--- src/rtl/axis_switch_single_slave.sv ---
// 1-to-NMASTERS AXI-Stream demux with a one-entry registered holding stage and optional packet lock.
// Define AXIS_SWITCH_DEST_ERR_EN to add the dest_err pulse and saturating dest_err_cnt outputs.
module axis_switch_single_slave #(
    parameter int NMASTERS   = 2,
    parameter int DATA_WIDTH = 64,
    parameter int DEST_WIDTH = 1,
    parameter int ID_WIDTH   = 1,
    parameter int HAS_ID     = 0,
    parameter int HAS_LAST   = 0
) (
    input  logic                           aclk,
    input  logic                           areset,
    input  logic                           s_valid,
    output logic                           s_ready,
    input  logic [DATA_WIDTH-1:0]          s_data,
    input  logic [DEST_WIDTH-1:0]          s_dest,
    input  logic [ID_WIDTH-1:0]            s_id,
    input  logic                           s_last,
    output logic [NMASTERS-1:0]            m_valid,
    input  logic [NMASTERS-1:0]            m_ready,
    output logic [NMASTERS*DATA_WIDTH-1:0] m_data,
    output logic [NMASTERS*DEST_WIDTH-1:0] m_dest,
    output logic [NMASTERS*ID_WIDTH-1:0]   m_id,
    output logic [NMASTERS-1:0]            m_last
`ifdef AXIS_SWITCH_DEST_ERR_EN
    ,
    output logic                           dest_err,
    output logic [15:0]                    dest_err_cnt
`endif
);

    localparam int TGT_W = (NMASTERS > 1) ? $clog2(NMASTERS) : 1;
    localparam int CMP_W = DEST_WIDTH + 32;

    typedef enum logic {
        IDLE,
        TRANSACTION
    } state_t;

    state_t                state_q, state_d;
    logic [TGT_W-1:0]      tgt_q, tgt_d;
    logic [TGT_W-1:0]      lock_tgt_q, lock_tgt_d;
    logic                  drop_q, drop_d;
    logic                  full_q, full_d;
    logic [DATA_WIDTH-1:0] data_q;
    logic [DEST_WIDTH-1:0] dest_q;
    logic [ID_WIDTH-1:0]   id_q;
    logic                  last_q;

    logic                  drain;
    logic                  accept;
    logic                  load;
    logic                  dest_ok;
    logic [TGT_W-1:0]      dest_tgt;

    for (genvar gi = 0; gi < NMASTERS; gi++) begin : g_valid
        assign m_valid[gi] = full_q && (tgt_q == TGT_W'(gi));
    end

    // A single-port switch has nowhere else to send a beat, so TDEST is never out of range.
    if (NMASTERS == 1) begin : g_single
        assign dest_ok  = 1'b1;
        assign dest_tgt = '0;
    end else begin : g_multi
        assign dest_ok  = (CMP_W'(s_dest) < CMP_W'(NMASTERS));
        assign dest_tgt = s_dest[TGT_W-1:0];
    end

    assign drain   = |(m_valid & m_ready);
    assign s_ready = !areset && (!full_q || drain);
    assign accept  = s_valid && s_ready;

    always_comb begin
        // NOTE: every output of this block gets a default first so no latch is inferred.
        state_d    = state_q;
        tgt_d      = tgt_q;
        lock_tgt_d = lock_tgt_q;
        drop_d     = drop_q;
        load       = 1'b0;
        if (accept) begin
            unique case (state_q)
                IDLE: begin
                    if (dest_ok) begin
                        load       = 1'b1;
                        tgt_d      = dest_tgt;
                        lock_tgt_d = dest_tgt;
                    end
                    if ((HAS_LAST != 0) && !s_last) begin
                        state_d = TRANSACTION;
                        drop_d  = !dest_ok;
                    end
                end
                TRANSACTION: begin
                    if (!drop_q) begin
                        load  = 1'b1;
                        tgt_d = lock_tgt_q;
                    end
                    if (s_last) begin
                        state_d = IDLE;
                        drop_d  = 1'b0;
                    end
                end
                default: state_d = IDLE;
            endcase
        end
        full_d = load || (full_q && !drain);
    end

    always_ff @(posedge aclk) begin
        // NOTE: state is updated with non-blocking assignments so every register samples pre-edge values.
        if (areset) begin
            state_q    <= IDLE;
            tgt_q      <= '0;
            lock_tgt_q <= '0;
            drop_q     <= 1'b0;
            full_q     <= 1'b0;
        end else begin
            state_q    <= state_d;
            tgt_q      <= tgt_d;
            lock_tgt_q <= lock_tgt_d;
            drop_q     <= drop_d;
            full_q     <= full_d;
        end
    end

    always_ff @(posedge aclk) begin
        // NOTE: payload registers carry no reset; full_q alone qualifies their contents.
        if (load) begin
            data_q <= s_data;
            dest_q <= s_dest;
            id_q   <= s_id;
            last_q <= s_last;
        end
    end

    assign m_data = {NMASTERS{data_q}};
    assign m_dest = {NMASTERS{dest_q}};
    assign m_id   = (HAS_ID != 0)   ? {NMASTERS{id_q}}   : '0;
    assign m_last = (HAS_LAST != 0) ? {NMASTERS{last_q}} : '0;

`ifdef AXIS_SWITCH_DEST_ERR_EN
    logic start_drop;

    // Only the beat that opens a routing decision can start a drop; later beats of the packet follow it.
    assign start_drop = accept && (state_q == IDLE) && !dest_ok;

    always_ff @(posedge aclk) begin
        if (areset) begin
            dest_err     <= 1'b0;
            dest_err_cnt <= '0;
        end else begin
            dest_err <= start_drop;
            if (start_drop && (dest_err_cnt != 16'hFFFF)) begin
                dest_err_cnt <= dest_err_cnt + 16'd1;
            end
        end
    end
`endif

endmodule

--- config.mk ---
export PLATFORM = sky130hd
export DESIGN_NAME = axis_switch_single_slave
export DESIGN_NICKNAME = d
export VERILOG_FILES = /design/src/rtl/axis_switch_single_slave.sv
export SDC_FILE = /design/constraint.sdc
export NUM_CORES = 1
export LEC_CHECK = 0
export CAP_MARGIN = 20
export CORE_UTILIZATION = 36
export DETAILED_ROUTE_END_ITERATION = 10
export MAX_ROUTING_LAYER = met4
export PLACE_DENSITY = 0.9
export SYNTH_ARGS = -nofsm -noshare
export SYNTH_HDL_FRONTEND = slang
export SYNTH_SLANG_ARGS = --single-unit
--- constraint.sdc ---
create_clock -name aclk -period 7.3 [get_ports aclk]
set_clock_uncertainty 0.05 [all_clocks]
set_input_delay 1.095 -clock aclk [delete_from_list [all_inputs] [get_ports aclk]]
set_output_delay 1.095 -clock aclk [all_outputs]
set_load 0.02 [all_outputs]
== Word-level counts from Yosys, hierarchy flattened ==
Index checks and enable logic that the tools add are counted.
Operators by class
  bitwise operators: 3
  reduce and logical (&&, ||, !) cells: 12
  muxes and demuxes: 4
Operators by type and width (number)
  $logic_and A1 B1 Y1: 5
  $logic_not A1 Y1: 3
  $mux W1: 3
  $and A2 B2 Y2: 1
  $logic_or A1 B1 Y1: 2
  $not A1 Y1: 2
  $pmux W1 S2: 1
  $reduce_and A2 Y1: 1
  $reduce_or A2 Y1: 1
Storage, ports and cells
  register bits: 69
  word-level logic and storage cells: 25

== Longest topological paths before layout ==
  depth after elaboration: 9
  depth in mapped cells: 3

== Worst setup path before layout ==
Ideal clock, no wire load.
  path type: input -> register
  from: in m_ready[0]
  to: reg data_q[0], enable pin
  data arrival time: 4.022 ns
  cell stages on the path: 3
  path slack: 2.739 ns
  required time: 6.761 ns
  library setup time: 0.489 ns
  path through: mux2_4 o21ai_2 nor2_1
Between the ends
  longest elaborated chain between the ends: 6
RTL lines
  from (decl): line 20  | input logic [NMASTERS-1:0] m_ready,
  $and A2 B2 Y2: line 69  | assign drain = |(m_valid & m_ready);
  $reduce_or A2 Y1: line 69
  $logic_or A1 B1 Y1: line 70  | assign s_ready = !areset && (!full_q || drain);
  $logic_and A1 B1 Y1: line 70
  $logic_and A1 B1 Y1: line 71  | assign accept = s_valid && s_ready;
  net accept: line 51  | logic accept;
  $mux W1: line 80  | if (accept) begin
  to (signal assigned): line 129  | data_q <= s_data;
  to (decl): line 45  | logic [DATA_WIDTH-1:0] data_q;
The timed path passes the listed nets, and every way through them passes these cells.
A chain may end at the register's enable or synchronous reset.

== Worst setup path after layout ==
  from: in m_ready[1]
  to: out s_ready
Between the ends
  longest elaborated chain between the ends: 4
RTL lines
  $and A2 B2 Y2: line 69
  $reduce_or A2 Y1: line 69
  $logic_or A1 B1 Y1: line 70
  $logic_and A1 B1 Y1: line 70
  to (decl): line 14  | output logic s_ready,
No other way between the ends.

==> qor.csv <==
metric;value;unit
die area;7870;um^2
Syn. warnings;0;
PostCTS Resize Cnt;0;
unrepaired setup endpoints after global routing;no;
met2 Track Usage GR;30.2;%
buffers added on ports;203;
CTS buffer count;9;
Clock Sink Count;69;
register area share after synthesis;75.1;%
maximum clock path buffer count;2;
placed cells;397;
total wire length;6440;um
P per Cell Area;192;nW/um^2
cell taking the most area after synthesis;edfxtp_1;
hold buffer count at cts;0;
largest net degree at the start of global routing;66;
clk root buf;clkbuf_8;
H-tree depth;3;
post-DP HPWL;5150;um
Mapped Cells;161;
Vias;1681;
Final nets;381;
Final Hold Fails;0;
maxcap violations;0;
crit path launch type;primary input;
worst skew pair latency;320;ps
met1 Usage GRT;15.2;%
critical path arrival;2480;ps
Max Clock Freq;0.276;GHz
Clock transition at path regs;60;ps
ANT nets after route;0;
Worst Hold Class;reg2reg;
Worst Setup End Kind;primary output;
most common cell after layout, fill and taps aside;clkdlybuf4s50_1;
initial core utilization;37.3;%
core area;7250;um^2
share of layout cells above drive strength 1;5.75;%
setup violators final;0;
Placement Cell Area;4360;um^2
DRC viols;0;
clock period minus worst slack;3620;ps
Setup Slack @ Placement;3690;ps
slew margin rel.;45.8;%
status;complete, no violations;
RePlAce Congestion;0.695;
Leak;1.59;nW
synthesis-to-finish area growth;67.0;%
WP data required;6150;ps
vias in the first global route;1652;
Final Cycle Share;49.6;%
antenna cells;0;
grt met3 use;4.01;%
Avg Cell Area, Syn;16.8;um^2
CP max FO;3;
WS Path Type;in2out;
setup TNS;0;ps
Synth area leaders;edfxtp_1, buf_4, dfxtp_1, mux2i_1, mux2_4;
grt peak-use layer;met2;
Total GRT Usage;16.0;%
Die Span Y;88.7;um
vias per cell;4.08;
design area;4520;um^2
Initial DRT Pass Iterations;4;
Netlist Area Pre-Place;2710;um^2
first-pass GRT wire length;8560;um
CTS tree;built;
most frequent cells in the layout;clkdlybuf4s50_1, edfxtp_1, clkbuf_8;
Slew @ Worst Pin;812;ps
WL/cell;15.6;um
top cell type's share of synthesized area;72.1;%
flops & latches, synth;69;
GRT Residual Overflow;0;
final std cells w/o fill;412;
1st-iter DRT viols;33;
final worst setup slack;3680;ps
Max Slew Vio Count;0;
post-CTS setup buffer count;0;
Cell variety after synth;17;
# IOs;209;
Row Count;31;
die width;88.7;um
initial antenna violation count;0;
Max rail drop VDD;0.122;mV
==> sequential cells by signal, indices dropped and copies added, names as in the netlist <==
name        count
data_q         64
dest_q          1
full_q          1
lock_tgt_q      1
state_q         1
tgt_q           1
==> synth_stat cells <==
library cell	number
o21ai_2	1
a311oi_1	1
mux2_4	1
buf_4	70
inv_1	2
a21oi_1	2
nand2b_1	2
mux2_2	1
conb_1	1
edfxtp_1	65
dfxtp_1	4
nor2b_1	1
and2_1	1
nand2_1	1
nor2_1	4
o211a_1	1
mux2i_1	3
==> layer usage <==
metal | share of wire (%) | wire (um) | up-vias
met5 | 0 | 0 | -
met3 | 8.2 | 530 | 6
met2 | 58 | 3740 | 96
met4 | 1.0 | 65 | 0
met1 | 33 | 2100 | 792
li1 | - | - | 787
==> cell families after synthesis <==
family                 synth area share (%)
buffers and inverters                  19.7
other                                 0.139
multiplexers                           2.08
AND/OR/NAND/NOR                        1.62
AO/OA/AOI/OAI                          1.39
flip-flops                             75.1
==> power breakdown <==
group          switching, mW  leakage [nW]  internal, mW
Combinational         0.0683         0.871        0.0845
Sequential           0.00937         0.639         0.454
Clock                  0.133        0.0756         0.119
Total                  0.210          1.59         0.658
==> worst max-delay path, cell delays in order <==
cell and delay, ps:
clkdlybuf4s50_1 490, mux2i_1 110, a21oi_1 160, clkdlybuf4s50_1 620
==> cell type report <==
class	count	area (um^2)
Timing Repair Buffer	204	2040
Tap cell	99	124
Inverter	2	7.51
Sequential cell	69	2030
Clock buffer	10	128
Fill cell	557	2730
Clock inverter	5	28.8
Multi-Input combinational cell	23	160
==> worst paths after layout <==
path,from,to,slack (ps),depth (start not counted)
setup / recovery,m_ready[1],s_ready,3680,4
hold / removal,state_q,state_q,430,2
setup reg to reg,tgt_q,data_q[1],5410,4
hold reg to reg,state_q,state_q,430,2
==> per-stage QoR <==
step                hold slack [ps]  utilization (%)  total power [mW]
finish                          426             62.3             0.868
global route                    463             62.3             0.903
CTS                             427             62.3             0.880
detailed placement              417             60.2             0.626
global placement                411             60.2             0.622
floorplan                       393                -             0.547
No activity file was read; power rests on OpenSTA's default activity.
